**src/rtl/life_col4.sv**
```systemverilog
// One 4-cell column of a B3/S23 Game of Life board with cell write and column scan-load.
// Optional LIFE_COL4_POPCOUNT_EN adds a pop_count output (live cells in the column).
module life_col4 #(
    parameter int unsigned GEN_DIV = 2
) (
    input  logic       clk,
    input  logic       reset,
    input  logic [3:0] w_col,
    input  logic [3:0] e_col,
    input  logic       n,
    input  logic       s,
    input  logic       nw,
    input  logic       ne,
    input  logic       sw,
    input  logic       se,
    input  logic       write_enb,
    input  logic       val,
    input  logic [1:0] row,
    input  logic       enable,
    input  logic       scan,
    input  logic [3:0] scan_val,
    output logic [3:0] alive_col
`ifdef LIFE_COL4_POPCOUNT_EN
    ,
    output logic [2:0] pop_count
`endif
);

    if (GEN_DIV < 1 || GEN_DIV > 15) begin : g_bad_gen_div
        $error("life_col4: GEN_DIV must be in 1..15");
    end

    localparam logic [3:0] GenLast = 4'(GEN_DIV - 1);

    logic [3:0] alive_q, alive_d;
    logic [3:0] gen_cnt_q, gen_cnt_d;

    // Neighbour vectors aligned so bit i is the neighbour of cell i in that direction.
    logic [3:0] nb_above, nb_below;
    logic [3:0] nb_up_w, nb_up_e, nb_dn_w, nb_dn_e;

    assign nb_above = {alive_q[2:0], n};
    assign nb_below = {s, alive_q[3:1]};
    assign nb_up_w  = {w_col[2:0], nw};
    assign nb_up_e  = {e_col[2:0], ne};
    assign nb_dn_w  = {sw, w_col[3:1]};
    assign nb_dn_e  = {se, e_col[3:1]};

    logic [3:0] nb_cnt [4];
    logic [3:0] life_next;

    always_comb begin
        for (int i = 0; i < 4; i++) begin
            nb_cnt[i] = {3'b000, nb_above[i]} + {3'b000, nb_below[i]}
                      + {3'b000, w_col[i]}    + {3'b000, e_col[i]}
                      + {3'b000, nb_up_w[i]}  + {3'b000, nb_up_e[i]}
                      + {3'b000, nb_dn_w[i]}  + {3'b000, nb_dn_e[i]};
            life_next[i] = (nb_cnt[i] == 4'd3) | (alive_q[i] & (nb_cnt[i] == 4'd2));
        end
    end

    // Scan and write both stall the divider so a load never shifts the generation phase.
    logic gen_tick, gen_commit;

    assign gen_tick   = enable & ~scan & ~write_enb;
    assign gen_commit = gen_tick & (gen_cnt_q == GenLast);

    always_comb begin
        alive_d   = alive_q;
        gen_cnt_d = gen_cnt_q;
        if (scan) begin
            alive_d = scan_val;
        end else if (write_enb) begin
            alive_d[row] = val;
        end else if (gen_tick) begin
            if (gen_commit) begin
                alive_d   = life_next;
                gen_cnt_d = 4'd0;
            end else begin
                gen_cnt_d = gen_cnt_q + 4'd1;
            end
        end
    end

    always_ff @(posedge clk or negedge reset) begin
        if (!reset) begin
            alive_q   <= 4'b0000;
            gen_cnt_q <= 4'd0;
        end else begin
            alive_q   <= alive_d;
            gen_cnt_q <= gen_cnt_d;
        end
    end

    assign alive_col = alive_q;

`ifdef LIFE_COL4_POPCOUNT_EN
    always_comb begin
        pop_count = 3'd0;
        for (int i = 0; i < 4; i++) begin
            pop_count = pop_count + {2'b00, alive_q[i]};
        end
    end
`endif

endmodule

```
**config.mk**
```make
export PLATFORM = sky130hd
export DESIGN_NAME = life_col4
export DESIGN_NICKNAME = d
export VERILOG_FILES = /design/src/rtl/life_col4.sv
export SDC_FILE = /design/constraint.sdc
export NUM_CORES = 1
export LEC_CHECK = 0
export CAP_MARGIN = 20
export CORE_MARGIN = 5
export CORE_UTILIZATION = 40
export DETAILED_ROUTE_END_ITERATION = 6
export GPL_TIMING_DRIVEN = 0
export PLACE_DENSITY_LB_ADDON = 0.3
export SLEW_MARGIN = 10
export SYNTH_ARGS = -nofsm -noshare
export SYNTH_HDL_FRONTEND = slang
export SYNTH_SLANG_ARGS = --single-unit
```
**constraint.sdc**
```tcl
create_clock -name clk -period 3.3 [get_ports clk]
set_input_delay 0.66 -clock clk [delete_from_list [all_inputs] [get_ports clk]]
set_output_delay 0.66 -clock clk [all_outputs]
set_load 0.05 [all_outputs]
```
Word-level counts from Yosys, hierarchy flattened
Cells that the tools add are included.
Word-level totals
  bits in registers: 8
  output and inout port bits: 4
Cells by class
  order comparisons: 2
  reductions and logical operators: 5
  multiplexer cells: 8
  bitwise gates (word level): 13
  add/subtract/negate cells: 29
  equal/unequal tests: 9
Operators by type and width (number)
  $add A4 B1 Y4: 16
  $eq A4 B2 Y1 const B: 8
  $mux W4: 5
  $add A3 B1 Y4: 4
  $add A2 B1 Y3: 4
  $add A1 B1 Y2: 4
  $and A1 B1 Y1: 7
  $reduce_bool A3 Y1: 2
  $add A4 B1 Y4 const B: 1
  $bwmux W4: 1
  $eq A4 B1 Y1 const B: 1
  $or A1 B1 Y1: 4
  $lt A2 B3 Y1 const B: 1
  $reduce_and A3 Y1: 1
  $demux W1 S2: 1
  $ge A2 B1 Y1 const B: 1
  $not A1 Y1: 2
  $reduce_and A2 Y1: 1
  $logic_and A1 B1 Y1: 1
  $mux W1: 1

Logic depth before layout (Yosys ltp)
Gate-level depths: netlist of the first run.
  depth after elaboration: 14
  gate-level depth with buffers: 11
  depth with buffers taken out: 11

Worst setup path after synthesis of the first run
No wires, ideal clock.
  path kind: in2reg
  start point: input w_col[1]
  end point: register alive_q[2] (netlist: alive_col[2])
  buffers on the path: 0
  setup time: 0.082 ns
  data required time: 3.218 ns
  cell stages on the path: 11
  arrival time: 3.272 ns
  setup slack: -0.053 ns
  cell sequence: inv_1 -> fa_1 -> fa_1 -> fa_1 -> inv_1 -> ha_1 -> fa_1 -> o21ai_0 -> nor3_1 -> o21ai_0 -> a31oi_1
On the way
  word-level cells in the longest chain between the ends: 11
RTL lines
  start, declared: line 8  | input logic [3:0] w_col,
  $add A4 B1 Y4 * (2 in series): line 56  | + {3'b000, nb_up_w[i]} + {3'b000, nb_up_e[i]}
  $add A4 B1 Y4 * (2 in series): line 57  | + {3'b000, nb_dn_w[i]} + {3'b000, nb_dn_e[i]};
  $eq A4 B2 Y1: line 58  | life_next[i] = (nb_cnt[i] == 4'd3) | (alive_q[i] & (nb_cnt[i] == 4'd2));
  $and A1 B1 Y1: line 58
  $or A1 B1 Y1 *: line 58
  $mux W4 *: line 76  | if (gen_commit) begin
  $mux W4 *: line 75  | end else if (gen_tick) begin
  $mux W4 *: line 73  | end else if (write_enb) begin
  $mux W4 *: line 71  | if (scan) begin
  end signal, assigned: line 90  | alive_q <= alive_d;
  end, declared: line 35  | logic [3:0] alive_q, alive_d;
Every way passes the cells marked *; elsewhere a longest branch is shown, timed or not. The select of a mux whose other input is x is not followed.
A chain may end at the register's enable or synchronous reset.

Worst setup path in the final report of the first run
  start point: input w_col[1]
  end point: register alive_q[1] (netlist: alive_col[1])
On the way
  word-level cells in the longest chain between the ends: 13
RTL lines
  $add A2 B1 Y3 *: line 55  | + {3'b000, w_col[i]} + {3'b000, e_col[i]}
  $add A3 B1 Y4 *: line 55
  $add A4 B1 Y4 * (2 in series): line 56
  $add A4 B1 Y4 * (2 in series): line 57
  $eq A4 B2 Y1: line 58
  $and A1 B1 Y1: line 58
  $or A1 B1 Y1 *: line 58
  $mux W4 *: line 76
  $mux W4 *: line 75
  $mux W4 *: line 73
  $mux W4 *: line 71
Marked as above.

==> run metrics, run 1 <==
Synth area leaders fa_1, dfrtp_1, ha_1, inv_1, a22oi_1; FP Rows 20; placed cell count slightly below 200; Synth Area in Simple Gates about 15%; CP Capture Type flip-flop; DP HPWL ~2.3 mm; number of synthesized flops with an enable pin 0; syn_nets 190; Die Y between 60 and 70 um; port bufs 29; sequential area share after synthesis 16.53%; most frequent cells in the layout inv_1, clkdlybuf4s50_1, fa_1; vias in the first global route ~1,100; htree depth 1; Ys Warns 0; maximum root-to-sink buffer count 2; max cap viols 0; first-pass GRT wire length 4.899 mm; fin nets between 200 and 250; Yosys top cell area share between 20% and 30%; routability cong. around 0.8; r2r startpoint alive_col[1]$_DFFE_PN0P_; syn avg cell area ~9.0 sq um; status complete, no violations; vias per inst approximately 5.2; Clock Skews roughly 0.0099 ns; Worst EP arrival roughly 3.4 ns; TritonCTS clock tree yes; cts bufs inserted 3; Yosys reg bits 8; Yosys top cell by area fa_1; root buffer cell clkbuf_4; clock sinks 8; Slew headroom between 60 and 70%; largest net degree at the start of global routing 11; Critical Setup Path Class in -> reg; Inserted Diodes 0; Post-synth ARST share 100.0%; synthesized instance count 134; wire per inst around 14 um; DIE AREA about 4200 sq um; Worst-path clk slew around 0.060 ns; layout overhead on the synthesized area 39.26%; Residual DRC 0; DR pass1 iterations 5; Post-Syn Area 1211 sq um; Hold Startpoint gen_cnt_q[3]$_DFFE_PN0P_; Startpoint Class primary input; Worst Setup SP w_col[1]; core area between 2000 and 3000 sq um; antenna viol nets, final 0; crit path time final approximately 3.3 ns; Ports 30; leakage power a little over 0.8 nW; largest family of logic cells by synthesized area adder cells; CP max FO 2; worst min path class reg -> reg; hold_buf cts 0; Req. time, crit path 3.47 ns; fin crit share roughly 99%; xor-xnor portion of the synthesized cell area 0.7231%; initial DRC count 52; most common cell after layout, fill and taps aside inv_1; Detailed Route WL 2.786 mm; post-synthesis mux area share 0%; Peak VDD IR 192.3 uV; final hold viol count 0; post-synthesis compound-gate area fraction approximately 15%; grt ovf 0; power per cell area around 480 nW/um^2; initial antenna violation count 0; Slew Viols, Final 0; Starting Density approximately 41%; final setup violation count 0; overall routing resource usage approximately 15%; Post-synth top flop dfrtp_1; Die Span X ~65 um; minimum hold slack between 0.4 and 0.5 ns; synth unique cells 28; Cell Count, Final, Fillers Out 206; layout cells sized above 1 between 20% and 30%; unrepaired setup endpoints after global routing yes; fmax around 300 MHz; via count between 1,000 and 1,500; actual slew at the worst max-slew pin a little under 0.5 ns; post-synthesis adder-cell area fraction 40.91%; Clk Latency, worst-skew pair about 0.25 ns
[layer usage]
layer | vias to the layer above | track usage [%] | part of all wire, %
li1 | 520 | - | -
met1 | 519 | 16.21 | 39
met2 | 31 | 28.48 | 54
met3 | 4 | 3.293 | 5.6
met4 | 0 | 2.332 | 0.97
met5 | - | 0 | 0
[power by group]
group	internal [mW]	switching (mW)	total, mW
combinational	0.271	0.294	0.566
clock	0.0415	0.0319	0.0735
sequential	0.131	0.0380	0.169
total	0.444	0.364	0.808
[state kept, by name (all words and copies together) (netlist names)]
signal and cells:
alive_col 4, gen_cnt_q 4
[cell families (layout without fill, tap and decap cells)]
kind of cell | count (synthesis) | count (layout)
fa+ha+maj | 30 | 30
simple gates | 32 | 32
buf+inv | 36 | 75
xor+xnor | 1 | 1
compound gates | 27 | 27
flops | 8 | 8
[through the flow]
| step | power (mW) | setup WS, ns | utilization (%) | TNS (ns) | instance area, sq um |
|---|---|---|---|---|---|
| final | 0.8084 | 0.04343 | 56.64 | 0 | 1687 |
| after global routing | 0.9059 | -0.1092 | 56.64 | -0.2438 | 1687 |
| after CTS | 0.8135 | -0.1584 | 55.76 | -0.3933 | 1660 |
| after detailed placement | 0.6681 | -0.7170 | 51.81 | -2.664 | 1543 |
| after global placement | 0.6256 | -0.6324 | 51.81 | -2.380 | 1543 |
| after floorplan | 0.5107 | -0.05348 | - | -0.1079 | 1211 |
[critical path, cell delays in order]
cell	delay [ns]
buf_6	0.07
inv_4	0.03
buf_12	0.11
buf_6	0.10
fa_1	0.50
fa_1	0.44
fa_1	0.51
inv_2	0.05
ha_4	0.15
fa_2	0.35
o22ai_2	0.16
o2111ai_2	0.14
a22oi_1	0.16
[cell usage after synthesis (2+ instances only)]
master and n:
a21oi_1 3, a22oi_1 7, a31oi_1 3, a41oi_1 2, and3_1 4, dfrtp_1 8, fa_1 16, ha_1 14
inv_1 35, nand2_1 5, nand2b_1 2, nand3_1 2, nor2_1 9, nor3_1 3, o21ai_0 8
[final timing paths]
path,to,slack (ns),cells after the start
setup / recovery,alive_col[1]$_DFFE_PN0P_,0.04,13
hold / removal,gen_cnt_q[3]$_DFFE_PN0P_,0.47,1
setup reg to reg,alive_col[2]$_DFFE_PN0P_,0.59,10
hold reg to reg,gen_cnt_q[3]$_DFFE_PN0P_,0.47,1
max in group asynchronous,alive_col[3]$_DFFE_PN0P_,2.33,1
min in group asynchronous,gen_cnt_q[3]$_DFFE_PN0P_,0.69,1
[what timing repair did]
action	in CTS	in global routing
setup endpoints to repair	4	4
gates resized for setup	53	5
pin swaps	23	20
buffers inserted	6	1
hold endpoints to repair	0	0
[layout make-up]
class,count,area [sq um]
flip-flops and latches,8,200.2
fillers,274,1291
repair buffers,36,361.6
plain buffers,1,5.005
inverters,35,141.4
well taps,33,41.29
multi-input cells,90,914.6
clock buffers,3,22.52
Note: power is estimated with default switching activity, not from simulation.
==> run 2, diff against run 1 <==
--- a/config.mk
+++ b/config.mk
@@ -7,7 +7,7 @@
 export LEC_CHECK = 0
 export CAP_MARGIN = 20
 export CORE_MARGIN = 5
-export CORE_UTILIZATION = 40
+export CORE_UTILIZATION = 35
 export DETAILED_ROUTE_END_ITERATION = 6
 export GPL_TIMING_DRIVEN = 0
 export PLACE_DENSITY_LB_ADDON = 0.3
==> run 2 against run 1 <==
Compared with the run above: the flow now finishes with violations (negative setup slack); die area rose by 12%; global-route usage fell by 1.3 points; cell area fell by 3.9%; largest cell class unchanged.
==> run metrics, run 2 (synthesized netlist as in run 1, its figures left out) <==
status complete, but fails checks (was complete, no violations); violated checks negative setup slack; Peak VDD IR 207.5 uV (was 192.3 uV); maximum root-to-sink buffer count 2 (unchanged); Req. time, crit path 3.48 ns (was 3.47 ns); Die Span X 68.83 um (was 65.03 um); stages on the worst setup path 12 (was 13); via count 1,056 (was 1,074); Clk Latency, worst-skew pair 0.26 ns (was 0.25 ns); Detailed Route WL 2.738 mm (was 2.786 mm); layout overhead on the synthesized area 33.88% (was 39.26%); final hold viol count 0 (unchanged); Die Y 68.83 um (was 65.03 um); DP HPWL 2.391 mm (was 2.345 mm); fmax 302.1 MHz (was 307.1 MHz); vias per inst 4.866 (was 5.214); first-pass GRT wire length 4.774 mm (was 4.899 mm); CP max FO 2 (unchanged); R2R Setup Slk 0.64 ns (was 0.59 ns); initial DRC count 24 (was 52); htree depth 1 (unchanged); Slowest-stage cell, CP fa_1 (unchanged); most common cell after layout, fill and taps aside inv_1 (unchanged); max cap viols 0 (unchanged); r2r worst-path depth 10 (unchanged); initial antenna violation count 0 (unchanged); CP Buf/Inv Count 3 (was 5); critical path cell sequence buf_6, inv_2, fa_1, fa_1, fa_1, inv_1, ha_2, fa_1, o21ai_1, nor3_1, o21ai_1, a31oi_1 (was buf_6, inv_4, buf_12, buf_6, fa_1, fa_1, fa_1, inv_2, ha_4, fa_2, o22ai_2, o2111ai_2, a22oi_1); minimum hold slack 0.4763 ns (was 0.4682 ns); grt ovf 0 (unchanged); dpl ws -0.7015 ns (was -0.7170 ns); power per cell area 475.9 nW/um^2 (was 479.3 nW/um^2); Sum Neg Setup Slack -0.01040 ns (was 0 ns); fin crit share 100.3% (was 98.68%); vias in the first global route 1,169 (was 1,142); antenna viol nets, final 0 (unchanged); Slew headroom 66.83% (was 66.98%); leakage power 0.7860 nW (was 0.8144 nW); routability cong. 0.7859 (was 0.7848); Residual DRC 0 (unchanged); largest stage delay on the critical path 0.55 ns (was 0.51 ns); core area 3337 sq um (was 2978 sq um); CP Capture Type flip-flop (unchanged); fin nets 229 (was 231); hold depth 1 (unchanged); layout cells sized above 1 18.71% (was 20.81%); Slew Viols, Final 0 (unchanged); family with the most delay on the worst path adder cells (unchanged); final worst slack -0.01040 ns (was 0.04343 ns); placed cell count 209 (was 196); Startpoint Class primary input (unchanged); Clock Skews 0.005841 ns (was 0.009909 ns); Inserted Diodes 0 (unchanged); Worst EP arrival 3.49 ns (was 3.43 ns); overall routing resource usage 13.32% (was 14.61%); FP Rows 21 (was 20); root buffer cell clkbuf_4 (unchanged); crit path time final 3.310 ns (was 3.257 ns); DR pass1 iterations 4 (was 5); Starting Density 36.30% (was 40.67%); most frequent cells in the layout inv_1, clkdlybuf4s50_1, fa_1 (unchanged); hold_buf cts 0 (unchanged); cts bufs inserted 3 (unchanged); final setup violation count 1 (was 0); largest net degree at the start of global routing 11 (unchanged); Critical Setup Path Class in -> reg (unchanged); TritonCTS clock tree yes (unchanged); port bufs 29 (unchanged); Worst-path clk slew 0.05 ns (was 0.06 ns); worst min path class reg -> reg (unchanged); Cell Count, Final, Fillers Out 217 (was 206); most used cell, CP fa_1 (unchanged); Ports 30 (unchanged); unrepaired setup endpoints after global routing yes (unchanged); DIE AREA 4737 sq um (was 4228 sq um); clock sinks 8 (unchanged); actual slew at the worst max-slew pin 0.4960 ns (was 0.4938 ns); Filler cells 337 (was 274); wire per inst 12.62 um (was 13.52 um)
run 2: cell types whose count changed in the layout (fill, tap and decap cells not counted), sizes merged:
cell	previous run	this run
buf	14	13
clkdlybuf4s15	1	0
run 2: through the flow:
| step | area (sq um) | utilization (%) | total power [mW] |
|---|---|---|---|
| finish | 1622 | 48.59 | 0.7718 |
| global route | 1622 | 48.59 | 0.8615 |
| CTS | 1622 | 48.59 | 0.7813 |
| floorplan | 1211 | - | 0.5107 |
| detailed placement | 1559 | 46.72 | 0.6707 |
| global placement | 1559 | 46.72 | 0.6272 |
run 2: routing by layer:
| layer | global-route usage [%] | part of all wire, % | vias to the layer above |
|---|---|---|---|
| li1 | - | - | 517 |
| met1 | 16.48 | 44 | 503 |
| met2 | 24.08 | 51 | 34 |
| met3 | 1.297 | 4.7 | 2 |
| met4 | 4.380 | 0.40 | 0 |
| met5 | 0 | 0 | - |
run 2: area by class of cell:
class                           instances  area (sq um)  area share, %
Multi-Input combinational cell         90         897.1          55.32
Timing Repair Buffer                   34         305.3          18.83
Sequential cell                         8         200.2          12.35
Inverter                               35         133.9          8.256
Tap cell                               46         57.56          3.549
Clock buffer                            3         22.52          1.389
Buffer                                  1         5.005         0.3086
run 2: timing repair:
action / in CTS / in global routing
resized for setup: 47 / 1
setup buffers: 5 / 0
cloned: 0 / 0
setup endpoints to repair: 4 / 4
pin swaps: 16 / 6
run 2: worst reg2reg max path: stages (launching register included):
cell     delay (ns)
dfrtp_1        0.41
inv_1          0.16
fa_1           0.46
fa_1           0.50
inv_1          0.04
ha_2           0.18
fa_1           0.48
o21ai_1        0.06
nor3_1         0.11
o21ai_1        0.08
a31oi_1        0.12
run 2: path summary, 6_finish.rpt:
kind,startpoint,endpoint
worst max-delay path,w_col[3],alive_col[3]$_DFFE_PN0P_
worst min-delay path,gen_cnt_q[3]$_DFFE_PN0P_,gen_cnt_q[3]$_DFFE_PN0P_
worst max register to register,alive_col[1]$_DFFE_PN0P_,alive_col[2]$_DFFE_PN0P_
worst min register to register,gen_cnt_q[3]$_DFFE_PN0P_,gen_cnt_q[3]$_DFFE_PN0P_
max in group asynchronous,reset,alive_col[3]$_DFFE_PN0P_
min in group asynchronous,reset,gen_cnt_q[1]$_DFFE_PN0P_
run 2: report_power, final:
part | leakage, nW | switching, mW | internal [mW]
clock | 0.0138 | 0.0352 | 0.0417
sequential | 0.0978 | 0.0365 | 0.131
combinational | 0.674 | 0.279 | 0.248
